<file path="config.mk">
export PLATFORM = sky130hd
export DESIGN_NAME = pim_result_collector
export DESIGN_NICKNAME = d
export VERILOG_FILES = /design/src/rtl/pim_result_collector.sv
export SDC_FILE = /design/constraint.sdc
export NUM_CORES = 1
export LEC_CHECK = 0
export ABC_AREA = 1
export CAP_MARGIN = 15
export CORE_UTILIZATION = 44
export CTS_CLUSTER_SIZE = 14
export DETAILED_ROUTE_END_ITERATION = 8
export GPL_ROUTABILITY_DRIVEN = 0
export PLACE_DENSITY = 0.86
export REMOVE_ABC_BUFFERS = 1
export SYNTH_ARGS = -nofsm -noshare
export SYNTH_HDL_FRONTEND = slang
export SYNTH_SLANG_ARGS = --single-unit
</file>
<file path="constraint.sdc">
create_clock -name clk -period 4.8 [get_ports clk]
set_input_delay 0.72 -clock clk [delete_from_list [all_inputs] [get_ports clk]]
set_output_delay 0.72 -clock clk [all_outputs]
set_load 0.005 [all_outputs]
</file>
<file path="src/rtl/pim_result_collector.sv">
// Result collector: drains CHUNK x CHUNK tiles from a grid of PIM units and
// writes each element back to its row-major slot in the C-matrix region.
module pim_result_collector #(
   parameter int NUM_PIM_UNITS = 4,
   parameter int MATRIX_SIZE   = 16,
   parameter int WIDTH         = 32,
   parameter int LEN           = 10
) (
   input  logic                           clk,
   input  logic                           rst,
   input  logic                           start,
   input  logic [LEN-1:0]                 base_addr,
   output logic                           busy,
   output logic                           done,
   input  logic [NUM_PIM_UNITS-1:0]       res_valid,
   input  logic [NUM_PIM_UNITS*WIDTH-1:0] res_data,
   output logic [NUM_PIM_UNITS-1:0]       res_ready,
   output logic                           mem_valid,
   output logic [LEN-1:0]                 mem_addr,
   output logic [WIDTH-1:0]               mem_wdata,
   input  logic                           mem_ready
);

   localparam int GRID       = 1 << ($clog2(NUM_PIM_UNITS) / 2);
   localparam int CHUNK      = MATRIX_SIZE / GRID;
   localparam int TILE_ELEMS = CHUNK * CHUNK;
   localparam int UW         = (NUM_PIM_UNITS > 1) ? $clog2(NUM_PIM_UNITS) : 1;
   localparam int EW         = (TILE_ELEMS > 1) ? $clog2(TILE_ELEMS) : 1;
   localparam int OW         = LEN + 2;

   typedef enum logic [1:0] {
      S_IDLE  = 2'd0,
      S_DRAIN = 2'd1,
      S_FLUSH = 2'd2,
      S_DONE  = 2'd3
   } state_t;

   state_t           state_r;
   logic [LEN-1:0]   base_r;
   logic [UW-1:0]    unit_idx_r;
   logic [EW-1:0]    elem_idx_r;
   logic             busy_r;
   logic             done_r;
   logic             mem_valid_r;
   logic [LEN-1:0]   mem_addr_r;
   logic [WIDTH-1:0] mem_wdata_r;

   logic             can_load_s;
   logic             accept_s;
   logic             last_elem_s;
   logic             last_unit_s;
   logic [WIDTH-1:0] cur_data_s;
   logic [LEN-1:0]   cur_addr_s;

   // Offset is formed at LEN+2 bits, then the sum wraps modulo 2^LEN.
   function automatic logic [LEN-1:0] calc_addr(input logic [LEN-1:0] base,
                                                input logic [UW-1:0]  unit,
                                                input logic [EW-1:0]  elem);
      logic [OW-1:0] r, c, tr, tc, off, sum;
      r   = OW'(elem) / OW'(CHUNK);
      c   = OW'(elem) % OW'(CHUNK);
      tr  = OW'(unit) / OW'(GRID);
      tc  = OW'(unit) % OW'(GRID);
      off = (tr * OW'(CHUNK) + r) * OW'(MATRIX_SIZE) + tc * OW'(CHUNK) + c;
      sum = OW'(base) + off;
      return sum[LEN-1:0];
   endfunction

   assign can_load_s  = !mem_valid_r || mem_ready;
   assign accept_s    = (state_r == S_DRAIN) && res_valid[unit_idx_r] && can_load_s;
   assign last_elem_s = (elem_idx_r == EW'(TILE_ELEMS - 1));
   assign last_unit_s = (unit_idx_r == UW'(NUM_PIM_UNITS - 1));
   assign cur_data_s  = res_data[int'(unit_idx_r) * WIDTH +: WIDTH];
   assign cur_addr_s  = calc_addr(base_r, unit_idx_r, elem_idx_r);

   // Ready goes only to the unit being drained, and only when the output stage can take data.
   always_comb begin
      res_ready = {NUM_PIM_UNITS{1'b0}};
      if (state_r == S_DRAIN) begin
         res_ready[unit_idx_r] = can_load_s;
      end else begin
         res_ready = {NUM_PIM_UNITS{1'b0}};
      end
   end

   // Sequencing FSM with element/unit counters and busy/done flags.
   always_ff @(posedge clk) begin
      if (rst) begin
         state_r    <= S_IDLE;
         base_r     <= {LEN{1'b0}};
         unit_idx_r <= {UW{1'b0}};
         elem_idx_r <= {EW{1'b0}};
         busy_r     <= 1'b0;
         done_r     <= 1'b0;
      end else begin
         case (state_r)
            S_IDLE: begin
               if (start) begin
                  base_r     <= base_addr;
                  unit_idx_r <= {UW{1'b0}};
                  elem_idx_r <= {EW{1'b0}};
                  busy_r     <= 1'b1;
                  state_r    <= S_DRAIN;
               end
            end
            S_DRAIN: begin
               if (accept_s) begin
                  if (last_elem_s) begin
                     elem_idx_r <= {EW{1'b0}};
                     unit_idx_r <= unit_idx_r + UW'(1);
                     if (last_unit_s) begin
                        state_r <= S_FLUSH;
                     end
                  end else begin
                     elem_idx_r <= elem_idx_r + EW'(1);
                  end
               end
            end
            S_FLUSH: begin
               if (mem_ready) begin
                  busy_r  <= 1'b0;
                  done_r  <= 1'b1;
                  state_r <= S_DONE;
               end
            end
            S_DONE: begin
               done_r  <= 1'b0;
               state_r <= S_IDLE;
            end
            default: begin
               busy_r  <= 1'b0;
               done_r  <= 1'b0;
               state_r <= S_IDLE;
            end
         endcase
      end
   end

   // Single output stage; holds steady while the memory stalls.
   always_ff @(posedge clk) begin
      if (rst) begin
         mem_valid_r <= 1'b0;
         mem_addr_r  <= {LEN{1'b0}};
         mem_wdata_r <= {WIDTH{1'b0}};
      end else if (accept_s) begin
         mem_valid_r <= 1'b1;
         mem_addr_r  <= cur_addr_s;
         mem_wdata_r <= cur_data_s;
      end else if (mem_ready) begin
         mem_valid_r <= 1'b0;
      end else begin
         mem_valid_r <= mem_valid_r;
      end
   end

   assign busy      = busy_r;
   assign done      = done_r;
   assign mem_valid = mem_valid_r;
   assign mem_addr  = mem_addr_r;
   assign mem_wdata = mem_wdata_r;

endmodule

</file>
# --- Yosys cells after proc, flatten, opt, wreduce, memory -nomap -nowiden ---
# Index checks and enable logic that the tools add are counted.
# W data, S select, Z words.
op_classes:
  bitwise_logic: 1
  magnitude_cmp: 2
  shift: 1
  n_mux: 25
  n_eq_ne: 10
  div_mod_pow: 0
  addsub: 6
  reduce_logical: 16
  multipliers: 0
op_table:
  columns: ["op", "n"]
  rows:
  - ["$shiftx A128 B8 Y32", 1]
  - ["$mux W6", 3]
  - ["$mux W2", 8]
  - ["$pmux W6 S2", 1]
  - ["$add A10 B10 Y10", 1]
  - ["$add A10 B3 Y10", 1]
  - ["$add A9 B4 Y10", 1]
  - ["$ne A2 B2 Y1 const B", 5]
  - ["$pmux W2 S4", 1]
  - ["$reduce_bool A2 Y1", 4]
  - ["$add A6 B1 Y6 const B", 1]
  - ["$eq A2 B2 Y1 const B", 3]
  - ["$eq A6 B6 Y1 const B", 1]
  - ["$mux W1", 6]
  - ["$reduce_and A3 Y1", 2]
  - ["$add A4 B3 Y5", 1]
  - ["$reduce_and A5 Y1", 1]
  - ["$and A4 B4 Y4", 1]
  - ["$mux W4", 1]
  - ["$pmux W1 S2", 2]
  - ["$pmux W2 S2", 1]
  - ["$reduce_and A2 Y1", 2]
  - ["$reduce_and A4 Y1", 1]
  - ["$logic_and A1 B1 Y1", 3]
  - ["9 further kinds", 9]
word_totals:
  memories: 0
  word_cells: 70
  input_bits: 146
  latchBits: 0
  output_inout_bits: 49
  ram_bits: 0
  rom_bits: 0
  regBits: 65

# --- Depth between registers and ports, before layout ---
# Gate-level depths: netlist of the first run.
depth:
  depth_word: 6
  depth_mapped: 12
  ltp_nobuf: 11

# --- Worst setup path before layout of the first run ---
# Ideal clock, no wire load.
synth_timing:
  path_kind: "register to output"
  from: "register unit_idx_r[0]"
  to: "output port res_ready[0]"
  n_path_buf: 2
  t_arrival_ns: 1.111
  stages_incl_launch_ff: 7
  path_slack_ns: 2.969
  required_time_ns: 4.080
  cell_sequence: "dfxtp_1 inv_2 buf_4 buf_2 ha_1 nand2_1 nor2_1"
synth_via:
  elab_chain_len: 6
  word_cells_on_any_way: 7
  classes_between: "order compare (2); mux (3); bitwise (1); reduce/logical (1)"
synth_rtl:
  columns: ["item", "line_no", "text"]
  rows:
  - ["start: declaration", "40", "logic [UW-1:0] unit_idx_r;"]
  - ["start signal: assignment", "91", "unit_idx_r <= {UW{1'b0}};"]
  - ["start signal: assignment", "100", "unit_idx_r <= {UW{1'b0}};"]
  - ["start signal: assignment", "110", "unit_idx_r <= unit_idx_r + UW'(1);"]
  - ["$lt A2 B3 Y1 (not written as such) or $ge A2 B1 Y1 (tied branches)", "80", "res_ready[unit_idx_r] = can_load_s;"]
  - ["$logic_and A1 B1 Y1 (not written as such)", "80", null]
  - ["$mux W1 (not written as such)", "80", null]
  - ["$demux W1 S2 (*)", "80", null]
  - ["$and A4 B4 Y4 (no line) (*)", null, null]
  - ["$mux W4 (*)", "79", "if (state_r == S_DRAIN) begin"]
  - ["end: declaration", "17", "output logic [NUM_PIM_UNITS-1:0] res_ready,"]
# Mark *: on every way between the ends. The rest lies on a longest branch, timed or not.

# --- Final worst setup path of the first run ---
layout_timing:
  from: "register unit_idx_r[0]"
  to: "register mem_addr_r[2] (netlist: mem_addr[2])"
layout_via:
  elab_chain_len: 4
layout_rtl:
  columns: ["item", "line_no", "text"]
  rows:
  - ["$bmux W1 S2", "70", "assign accept_s = (state_r == S_DRAIN) && res_valid[unit_idx_r] && can_load_s;"]
  - ["$mux W1 (not written as such)", "70", null]
  - ["$logic_and A1 B1 Y1 (2 in a row)", "70", null]
  - ["end signal: assignment", "143", "mem_addr_r <= {LEN{1'b0}};"]
  - ["end signal: assignment", "147", "mem_addr_r <= cur_addr_s;"]
  - ["end: declaration", "45", "logic [LEN-1:0] mem_addr_r;"]
# Every way passes these cells. The select of a mux whose other input is x is not followed.
# A chain may end at the register's enable or synchronous reset.

==> metrics.cfg, run 1 <==
[critical_path]
critPathMaxFanout = 68
startpoint_type = flop
required_ns = 4.98
critPathKind = flop to flop
critPathCaptureType = flop
arrival_ns = 3.21

[clocking]
clkLatencyLatePin_ns = 0.33
root_buffer = clkbuf_8
clock_path_buffers = 2
clkSinkCount = 65
cts_setup_buffers = 0
cts_hold_buf = 0
cts_buffers = 9
cts.clk_slew.worst_paths_ns = 0.07
h-tree-depth = 3
cts_tree = done
cts_resized = 0

[timing]
tns_ns = 0
relSlewSlack_pct = 35.5
fin_crit_ns = 3.03
drv_slew = 0
clock_skew_ns = 0.00940
setup_viol = 0
clock.fmax_mhz = 330
hold_viol_final = 0
tightestPinTransition_ns = 0.967
post-route-period-util_pct = 63.1
rsz0062_at_grt = false

[global_route]
antenna_found_initial = 0
grt_max_degree = 72
grt_overflow = 0
grt_pass1_vias = 4714
grt_first_pass_wirelength_um = 21100
track_usage_pct = 26.8

[synth]
synthTopCellsByArea = dfxtp_1 (33%), nand2_1 (12%), nor2_1 (11%)
syn_inst = 614
synth_top_area_share_pct = 32.9
async_flop_share_pct = 0
synth_cell_types = 29
yosys_warnings = 0
synth_most_common_cell = nand2_1
syn_avg_cell_area_um2 = 6.44
synthesis.area_um2 = 3950
synth_common_cells = nand2_1 (126), nor2_1 (113), o21ai_0 (83), dfxtp_1 (65), a21oi_1 (56)
synth_edf_count = 0
synthFlopType = dfxtp_1
ys_seq_elements = 65
ys_seq_area_share_pct = 32.9
synth_top_area_cell = dfxtp_1

[pwr]
power_density_nw_per_um2 = 428
pwr-share-clk_pct = 20.6
switchingPower_w = 0.00103
sw_frac_of_total_pct = 39.8
power.internal_w = 0.00156
power_leakage_nw = 2.38
total_power_w = 0.00260
combPwrFrac_pct = 50.9
seqPwrFrac_pct = 28.6
peakVddDrop_uv = 345

[final_layout]
num_antenna_cells = 0
final_cell_area_um2 = 6060
areaGrowthSynthToFinish_pct = 53.4
post-route-util_pct = 69.5
final_net_count = 947
layoutNonFillerInstCount = 894
drive_gt1_share_pct = 3.31

[place]
place_area_um2 = 5830
hpwl_um = 8780
portBuffers = 194
dp_cells = 879

[die]
io_pins = 195
start_util_pct = 45.3
num_rows = 34
die_width_um = 96.8
fp.dieH_um = 96.8
die_area_um2 = 9370
placeableCoreArea_um2 = 8720

[detailed_routing]
drc = 0
drt_wl_total_um = 12400
ant_nets = 0
num_vias = 4722
drtPass1Iterations = 6
routed_via_density = 5.28
drt_iter0_drc = 154
wire_per_inst_um = 13.9

[job]
cap_violations = 0

[worst_hold_path]
hold_path.class = flop to flop

[outcome]
status = finished clean

==> path summary, 6_finish.rpt <==
kind / cells past startpoint / start / slack, ns / to
worst max-delay path: 8 / unit_idx_r[0] / 1.77 / mem_addr[2]
worst min-delay path: 2 / mem_wdata[21] / 0.46 / mem_wdata[21]
worst min register to register: 2 / mem_wdata[21] / 0.46 / mem_wdata[21]
worst max register to register: 8 / unit_idx_r[0] / 1.77 / mem_addr[2]
==> routing by layer <==
layer / global-route usage [%] / part of all wire, % / up-vias
met5: 0 / 0 / -
met4: 10.4 / 2.5 / 0
met3: 5.13 / 6.0 / 37
met2: 50.1 / 51 / 198
met1: 29.5 / 40 / 2119
li1: - / - / 2368
==> power by group through the flow <==
stage	clock [W]	combinational, W	sequential, W
6_report	0.000534	0.00132	0.000742
5_1_grt	0.000567	0.00148	0.000755
4_1_cts	0.000544	0.00132	0.000740
3_3_place_gp	0	0.00127	0.000748
3_5_place_dp	0	0.00131	0.000751
2_1_floorplan	0	0.000733	0.000789
==> layout by cell type, fill, tap and decap left out, types with 4 or more instances in the layout <==
cell,n
inv_2,4
o22ai_1,32
ha_1,18
nor2_1,113
clkbuf_8,12
clkdlybuf4s50_1,193
o21ai_0,83
nand2_1,126
dfxtp_1,64
nand3_1,25
inv_1,32
a21oi_1,56
==> critical path, cell delays in order, from the launching register on <==
cell,delay (ns)
dfxtp_2,0.32
inv_2,0.69
nand2_1,0.15
nand3_1,0.12
nand2_1,0.08
nand2_2,0.56
inv_2,0.54
o21ai_0,0.32
a21oi_1,0.07
==> area by class of cell <==
type                       count  area [µm²]
fill                         716        2660
inverter                      36         135
timing repair buffer         196        1950
clock inverter                 2        60.1
clock buffer                  13         169
sequential                    65        1300
tap                          108         135
multi-input combinational    474        2310
==> kinds of logic (layout without fill, tap and decap cells) <==
kind of cell	Yosys count	in the layout	synth area share, %
AND/OR/NAND/NOR	270	270	26.8
flip-flops	65	65	32.9
AO/OA/AOI/OAI	180	180	24.3
adder cells (fa/ha/maj)	19	19	6.20
buffers and inverters	75	247	8.67
XOR/XNOR	5	5	1.11
==> state kept, by name (all words and copies together) (netlist names) <==
signal      count
state_r         2
unit_idx_r      2
mem_addr       10
mem_wdata      32
done            1
elem_idx_r      6
mem_valid       1
base_r         10
busy            1
==> stage by stage <==
step	setup WS (ns)	hold slack (ns)
finish	1.77	0.463
global route	1.34	0.479
CTS	1.74	0.465
detailed placement	1.58	0.455
global placement	1.70	0.452
floorplan	1.30	0.445
Note: power is estimated with default switching activity, not from simulation.
==> run 2: changes to the inputs <==
- CORE_UTILIZATION: 44 -> 37
- PLACE_DENSITY: 0.86 -> 0.77
- clock period: 4.8 -> 2.7 ns (I/O delays scaled with it)
==> metrics.cfg, run 2 (synthesis results as in run 1) <==
[final_layout]
final_cell_area_um2 = 6100
final_net_count = 953
largest_reg_flops = 32
seq_area_um2 = 1300
layout_commonest_cell = clkdlybuf4s50_1
num_antenna_cells = 0
areaGrowthSynthToFinish_pct = 54.4
drive_gt1_share_pct = 3.91
fillerInstances = 985
layout_common_cells = clkdlybuf4s50_1 (193), nand2_1 (126), nor2_1 (113)
multiInputGateArea_um2 = 2310

[outcome]
status = finished clean

[critical_path]
critPathCaptureType = primary output
max_stage_delay_ns = 0.66
critPathMaxFanout = 12
reg2reg_depth = 9
r2r-end = elem_idx_r[5]
startpoint_type = flop
slowest_stage = dfxtp_1
arrival_ns = 1.96
reg2reg_from = state_r[1]
crit_path_cell_trace = inv_2, ha_1, nand2_1, nor2_1, clkdlybuf4s50_1
ff2ff_setup_slack_ns = 0.62
critPathKind = flop to primary output
required_ns = 2.30

[detailed_routing]
routed_via_density = 5.04
drt_iter0_drc = 324
drc = 0
num_vias = 4683
drtPass1Iterations = 4
ant_nets = 0
drt_wl_total_um = 13300
wire_per_inst_um = 14.4

[die]
die_width_um = 105
start_util_pct = 38.3
fp.dieH_um = 105
num_rows = 37
die_area_um2 = 11100
io_pins = 195
placeableCoreArea_um2 = 10300

[worst_hold_path]
hold_path.class = flop to flop
holdPathStages = 2
hold_end = mem_wdata[7]
worstHoldStart = mem_wdata[7]

[clocking]
clkLatencyLatePin_ns = 0.34
h-tree-depth = 3
clock_path_buffers = 2
cts_buffers = 9
root_buffer = clkbuf_8
cts_tree = done
cts.clk_slew.worst_paths_ns = 0.07
cts_setup_buffers = 0
clkSinkCount = 65
cts_hold_buf = 0
cts_resized = 0

[timing]
setup_viol = 0
fin_crit_ns = 2.36
tightestPinTransition_ns = 0.566
clock_skew_ns = 0.0103
tns_ns = 0
post-route-period-util_pct = 87.4
clock.fmax_mhz = 424
relSlewSlack_pct = 62.2
rsz0062_at_grt = false
hold_viol_final = 0
drv_slew = 0

[global_route]
grt_max_degree = 65
antenna_found_initial = 0
grt_overflow = 0
grt_pass1_vias = 4573
grt_first_pass_wirelength_um = 21300
track_usage_pct = 23.8

[pwr]
peakVddDrop_uv = 479
power_leakage_nw = 2.39
power_density_nw_per_um2 = 742

[job]
cap_violations = 0

[place]
hpwl_um = 9900
portBuffers = 194
place_area_um2 = 5910

==> run 2: worst max-delay path: cells and delay by family, from the launching register on <==
kind	cells	cell delay, ns
DFF	1	0.66
and+or+nand+nor	2	0.10
buffers and inverters	2	0.62
adders and majority gates	1	0.22
==> run 2: power by group <==
| group | total [W] | internal (W) | switching [W] | leakage [nW] |
|---|---|---|---|---|
| combinational | 0.00236 | 0.00104 | 0.00133 | 1.77 |
| clock | 0.000804 | 0.000450 | 0.000354 | 0.0974 |
| sequential | 0.00136 | 0.00118 | 0.000181 | 0.530 |
| total | 0.00453 | 0.00267 | 0.00186 | 2.39 |
==> run 2: layer usage <==
layer / vias to the layer above / global-route usage, % / part of all wire [%]
met5: - / 0 / 0
met4: 0 / 12.4 / 3.2
met3: 31 / 4.33 / 6.0
met2: 155 / 42.8 / 50
met1: 2110 / 26.5 / 41
li1: 2387 / - / -
==> run 2: layout make-up <==
| class | instances | area share (%) |
|---|---|---|
| sequential | 65 | 21.3 |
| clock buffer | 13 | 2.44 |
| tap | 136 | 2.79 |
| timing repair buffer | 202 | 32.7 |
| multi-input combinational | 474 | 37.8 |
| inverter | 36 | 2.21 |
| clock inverter | 3 | 0.656 |
==> run 2: per-stage QoR <==
step | power (W) | std cells | hold WS (ns) | setup slack, ns | utilization, %
2_1_floorplan | 0.00271 | 575 | 0.445 | -0.800 | -
3_3_place_gp | 0.00368 | 913 | 0.452 | 0.568 | 57.3
3_5_place_dp | 0.00374 | 913 | 0.455 | 0.490 | 57.3
4_1_cts | 0.00456 | 929 | 0.466 | 0.313 | 59.1
5_1_grt | 0.00492 | 929 | 0.482 | 0.231 | 59.1
6_report | 0.00453 | 929 | 0.463 | 0.339 | 59.1
==> run 2: how the worst max path moves through the flow <==
stage	start	to	slack (ns)	cells past startpoint
final	unit_idx_r[1]	res_ready[0]	0.34	5
after global routing	state_r[1]	res_ready[1]	0.23	5
after CTS	unit_idx_r[1]	res_ready[0]	0.31	5
after detailed placement	mem_ready	res_ready[1]	0.49	6
after global placement	mem_ready	res_ready[3]	0.57	6
after floorplan	unit_idx_r[0]	mem_addr[7]	-0.80	9
